===== src/rtl/dda_segment_gen.sv =====
// Multi-axis DDA step generator: one active segment plus a one-deep shadow,
// each segment is a setup half-slot followed by NMAX pulse slots.
//
// Handshake: a command transfers on a rising edge where cmd_valid and cmd_ready
// are both 1; cmd_ready depends only on shadow occupancy and abort.
module dda_segment_gen #(
   parameter int AXES     = 4,
   parameter int NW       = 10,
   parameter int NMAX     = 50,
   parameter int HALF_DIV = 200,
   parameter int PW       = 32
) (
   input  logic                 clk,
   input  logic                 rst_n,
   input  logic [AXES*NW-1:0]   cmd,
   input  logic                 cmd_valid,
   output logic                 cmd_ready,
   input  logic                 abort,
   input  logic                 pos_clr,
   output logic [AXES-1:0]      pulse,
   output logic [AXES-1:0]      dir,
   output logic [AXES*PW-1:0]   pos,
   output logic                 busy,
   output logic                 seg_done,
   output logic                 underrun,
   output logic [1:0]           dbg_state
);
   localparam int MW = NW - 1;
   localparam int AW = $clog2(2*NMAX + 1);
   localparam int HW = $clog2(2*NMAX + 1);
   localparam int CW = (HALF_DIV > 1) ? $clog2(HALF_DIV) : 1;
   localparam logic [AW-1:0] NMAX_A = AW'(NMAX);

   typedef enum logic [1:0] {IDLE = 2'd0, SETUP = 2'd1, RUN = 2'd2} state_t;

   state_t             state, state_nxt;
   logic [CW-1:0]      presc;
   logic [HW-1:0]      half;
   logic [AW-1:0]      acc     [AXES];
   logic [AW-1:0]      acc_sum [AXES];
   logic [AW-1:0]      mag     [AXES];
   logic [AW-1:0]      sh_mag  [AXES];
   logic [AW-1:0]      cmd_mag [AXES];
   logic [AXES-1:0]    cmd_dir;
   logic [AXES-1:0]    sh_dir;
   logic               sh_full;
   logic [PW-1:0]      pos_q   [AXES];
   logic [AXES-1:0]    pulse_nxt;
   logic               accept, half_end, seg_end, slot_start;
   logic               load, load_sh, load_cmd, to_shadow;

   function automatic logic [AW-1:0] clamp_mag(input logic [MW-1:0] m);
      if (int'(m) > NMAX) return NMAX_A;
      return AW'(m);
   endfunction

   assign cmd_ready  = !sh_full && !abort;
   assign accept     = cmd_valid && cmd_ready;
   assign half_end   = (presc == CW'(HALF_DIV - 1));
   assign seg_end    = (state == RUN) && half_end && (half == HW'(2*NMAX - 1));
   // Odd half-slot ends open the next slot; the SETUP end opens slot 0.
   assign slot_start = half_end && ((state == SETUP) || ((state == RUN) && half[0] && !seg_end));
   assign load_sh    = seg_end && sh_full;
   assign load_cmd   = accept && ((state == IDLE) || seg_end);
   assign load       = !abort && (load_sh || load_cmd);
   assign to_shadow  = accept && !load_cmd;
   assign busy       = (state != IDLE);
   assign dbg_state  = state;

   always_comb begin
      pulse_nxt = pulse;
      for (int i = 0; i < AXES; i++) begin
         acc_sum[i] = acc[i] + mag[i];
         cmd_mag[i] = clamp_mag(cmd[i*NW +: MW]);
         cmd_dir[i] = cmd[i*NW + NW - 1];
      end
      if (abort) begin
         pulse_nxt = '0;
      end else if (slot_start) begin
         for (int i = 0; i < AXES; i++) pulse_nxt[i] = (acc_sum[i] >= NMAX_A);
      end else if ((state == RUN) && half_end && !half[0]) begin
         pulse_nxt = '0;
      end
   end

   always_comb begin
      state_nxt = state;
      if (abort) begin
         state_nxt = IDLE;
      end else begin
         case (state)
            IDLE:    if (load) state_nxt = SETUP;
            SETUP:   if (half_end) state_nxt = RUN;
            RUN:     if (seg_end) state_nxt = load ? SETUP : IDLE;
            default: state_nxt = IDLE;
         endcase
      end
   end

   always_ff @(posedge clk or negedge rst_n) begin
      if (!rst_n) state <= IDLE;
      else        state <= state_nxt;
   end

   always_ff @(posedge clk or negedge rst_n) begin
      if (!rst_n) begin
         presc    <= '0;
         half     <= '0;
         pulse    <= '0;
         dir      <= '0;
         sh_dir   <= '0;
         sh_full  <= 1'b0;
         seg_done <= 1'b0;
         underrun <= 1'b0;
         for (int i = 0; i < AXES; i++) begin
            acc[i]    <= '0;
            mag[i]    <= '0;
            sh_mag[i] <= '0;
         end
      end else begin
         pulse <= pulse_nxt;
         if (abort) begin
            presc    <= '0;
            half     <= '0;
            sh_full  <= 1'b0;
            seg_done <= 1'b0;
            underrun <= 1'b0;
         end else begin
            seg_done <= seg_end;
            underrun <= seg_end && !load;
            if (load || (state == IDLE) || half_end) presc <= '0;
            else                                     presc <= presc + CW'(1);
            if (load || (state == SETUP))            half <= '0;
            else if ((state == RUN) && half_end)     half <= half + HW'(1);
            if (load) begin
               dir <= load_sh ? sh_dir : cmd_dir;
               for (int i = 0; i < AXES; i++) begin
                  acc[i] <= NMAX_A - AW'(1);
                  mag[i] <= load_sh ? sh_mag[i] : cmd_mag[i];
               end
            end else if (slot_start) begin
               for (int i = 0; i < AXES; i++)
                  acc[i] <= (acc_sum[i] >= NMAX_A) ? acc_sum[i] - NMAX_A : acc_sum[i];
            end
            if (load_sh) begin
               sh_full <= 1'b0;
            end else if (to_shadow) begin
               sh_full <= 1'b1;
               sh_dir  <= cmd_dir;
               for (int i = 0; i < AXES; i++) sh_mag[i] <= cmd_mag[i];
            end
         end
      end
   end

   // Position follows the rising edge of each pulse; clear wins over a step.
   always_ff @(posedge clk or negedge rst_n) begin
      if (!rst_n) begin
         for (int i = 0; i < AXES; i++) pos_q[i] <= '0;
      end else begin
         for (int i = 0; i < AXES; i++) begin
            if (pos_clr)                         pos_q[i] <= '0;
            else if (pulse_nxt[i] && !pulse[i])  pos_q[i] <= dir[i] ? pos_q[i] - PW'(1) : pos_q[i] + PW'(1);
         end
      end
   end

   always_comb begin
      pos = '0;
      for (int i = 0; i < AXES; i++) pos[i*PW +: PW] = pos_q[i];
   end
endmodule


===== config.mk =====
export PLATFORM = sky130hd
export DESIGN_NAME = dda_segment_gen
export DESIGN_NICKNAME = d
export VERILOG_FILES = /design/src/rtl/dda_segment_gen.sv
export SDC_FILE = /design/constraint.sdc
export NUM_CORES = 1
export LEC_CHECK = 0
export CAP_MARGIN = 20
export CORE_ASPECT_RATIO = 0.7
export CORE_MARGIN = 5
export CORE_UTILIZATION = 60
export CTS_BUF_LIST = sky130_fd_sc_hd__clkbuf_2
export CTS_CLUSTER_SIZE = 25
export DETAILED_ROUTE_END_ITERATION = 12
export PLACE_DENSITY = 0.89
export SLEW_MARGIN = 30
export SYNTH_ARGS = -nofsm -noshare
export SYNTH_HDL_FRONTEND = slang
export SYNTH_SLANG_ARGS = --single-unit

===== constraint.sdc =====
create_clock -name clk -period 4.3 [get_ports clk]
set_input_delay 0.86 -clock clk [delete_from_list [all_inputs] [get_ports clk]]
set_output_delay 0.86 -clock clk [all_outputs]
set_load 0.02 [all_outputs]

==> impl_metrics.ini <==
[run_status]
outcome = completed

[synthesis]
netlist_instances = 2113
synth_largest_area_cell = dfrtp_1
ys_seq_area_share_pct = 34.3
ys_types = 87
synth_top_area_share_pct = 34.3
mappedNetlistArea_um2 = 17800
synth_edf_count = 0
synth_fp_nets = 2316
synthTopCellsByArea = dfrtp_1, ha_1, nand2_1
ys_ff_latch = 244
syn-mean-instance-area_um2 = 8.42
ys.flop_type = dfrtp_1
async_flop_share_pct = 100
yosysWarnings = 0

[sta]
finalCritPeriodShare_pct = 85.1
tns_ns = 0
rsz0062_at_grt = no
tightestPinTransition_ns = 0.979
slew_headroom_pct = 34.7
final-setup-viol-count = 0
finalHoldViolCount = 0
final.min_clock_period_ns = 3.66
drv_slew = 0
fmax_mhz = 273
skew_ns = 0.0715
setup_slack_ns = 0.640

[routing]
drtIter0Drc = 1753
wl_per_cell_um = 17.8
drtAntennaViolNets = 0
via_count = 17000
drcViolationCount = 0
drt_wl_total_um = 48600
firstDrtPassIters = 5
via_per_inst = 6.22

[final_layout]
final_cell_area_um2 = 20600
final_common_cell = nand2_1
area_growth_pct = 16.0
final_cell_mix = nand2_1, dfrtp_1, a21oi_1, clkdlybuf4s50_1, ha_1
fin_cells = 2727
nNetsFinal = 2515
drive_gt1_share_pct = 6.73

[setup_path]
arrival_ns = 4.52
critPathKind = flip-flop to flip-flop
worst_ep_required_time_ns = 5.16
worstPathMaxFanout = 22
start_kind = flip-flop
endpoint_kind = flip-flop

[power_and_ir_drop]
finalPower_w = 0.00606
cellPowerDensity_nw_per_um2 = 294
ir_drop_v = 0.000147
p_leak_nw = 9.50

[placed_design]
dp.cells = 2626
preCtsSetupSlack_ns = 0.685
place_area_um2 = 20100
gp_congestion = 0.941
port_buffers = 186
dp_hpwl_um = 35200

[floorplan]
die-height_um = 154
io_pins = 187
die_w_um = 216
start_util_pct = 61.2
core.rowCount = 52
dieArea_um2 = 33300
core_region_area_um2 = 29100

[clock_network]
post_cts_buffers = 0
cts_buffer_depth = 3
cts.sink_count = 244
postCtsResizedCells = 0
tritoncts = done
cts_max_level = 2
clk_pin_slew_ns = 0.12
root_buffer = clkbuf_2
numCtsBuffers = 61
worst_skew_pair.late_latency_ns = 1.00
cts_hold_buf = 1

[min_path]
worstHoldPathType = input pin to flip-flop

[global_route]
grt_pass1_vias = 16400
grt_usage_pct = 28.3
grt_overflow_total = 0
antenna_found_initial = 2
grt_pass1_wl_um = 80500
grt_max_degree = 96

[flow_run]
drv_cap = 0
## per-layer routing
metal	part of all wire, %	vias up	GRT usage [%]
met3	8.3	88	5.01
li1	-	8090	-
met2	44	721	44.3
met1	45	8051	40.7
met4	1.8	2	8.13
met5	0.027	-	0
## power by group
part | switching [W] | leakage, nW | internal, W | total, W
registers | 0.000103 | 3.27 | 0.00239 | 0.00250
logic | 0.00123 | 5.85 | 0.000757 | 0.00198
clock network | 0.00101 | 0.384 | 0.000571 | 0.00158
total | 0.00234 | 9.50 | 0.00372 | 0.00606
## metrics by stage
| step | hold WS (ns) | util, % |
|---|---|---|
| 2_1_floorplan | 0.445 | - |
| 3_3_place_gp | 0.457 | 69.1 |
| 3_5_place_dp | 0.471 | 69.1 |
| 4_1_cts | 0.331 | 70.9 |
| 5_1_grt | 0.366 | 70.9 |
| 6_report | 0.405 | 70.9 |
## flip-flops by register name (all words and copies together) (netlist names)
register and flops:
pos 128, acc 28, mag 28, sh_mag 28, presc 8, half 7
dir 4, pulse 4, sh_dir 4, dbg_state 2, seg_done 1, sh_full 1
underrun 1
## cell type report
| cell class | count | area, um2 |
|---|---|---|
| flip-flops and latches | 244 | 6110 |
| multi-input cells | 1726 | 11200 |
| fillers | 2260 | 8450 |
| inverters | 60 | 225 |
| clock buffers | 80 | 400 |
| well taps | 378 | 473 |
| repair buffers | 219 | 2140 |
| clock inverters | 18 | 106 |
| diodes | 2 | 5.00 |
## cell usage after synthesis (26+ instances only)
master,n
nor2_1,137
clkbuf_1,57
a21oi_1,220
ha_1,150
nand2_1,346
inv_1,60
dfrtp_1,244
a31oi_1,32
nand3_1,68
o21ai_0,133
a211oi_1,26
xnor2_1,75
nor3_1,38
a21o_1,71
xor2_1,47
## worst max-delay path, stage by stage (launching register included)
cell and delay [ns]:
dfrtp_1 0.70, buf_4 0.39, ha_1 0.37, a21o_1 0.21
a21o_1 0.18, a2111oi_0 0.47, o22ai_1 0.16, a21o_1 0.26
a31oi_1 0.28, o21bai_1 0.12, xnor2_1 0.13, a211oi_1 0.24
## logic make-up (layout without fill, tap and decap cells)
family | count (synthesis) | after routing | synth area share [%]
multiplexers | 18 | 18 | 1.06
AO/OA/AOI/OAI | 667 | 667 | 24.2
flip-flops | 244 | 244 | 34.3
AND/OR/NAND/NOR | 761 | 761 | 19.8
adder cells (fa/ha/maj) | 158 | 158 | 11.4
other | 0 | 2 | 0
buffers and inverters | 143 | 377 | 3.21
XOR/XNOR | 122 | 122 | 6.01
## worst paths after layout
check | slack [ns] | endpoint | depth (start not counted) | startpoint
setup / recovery | 0.64 | pos[24] | 11 | dir[0]
setup reg to reg | 0.64 | pos[24] | 11 | dir[0]
hold reg to reg | 0.49 | sh_mag[14] | 2 | sh_mag[14]
hold / removal | 0.41 | pos[64] | 2 | pos_clr
min in group asynchronous | 0.45 | pos[77] | 2 | rst_n
max in group asynchronous | 2.87 | sh_mag[26] | 3 | rst_n
(Power assumes the default switching activity.)
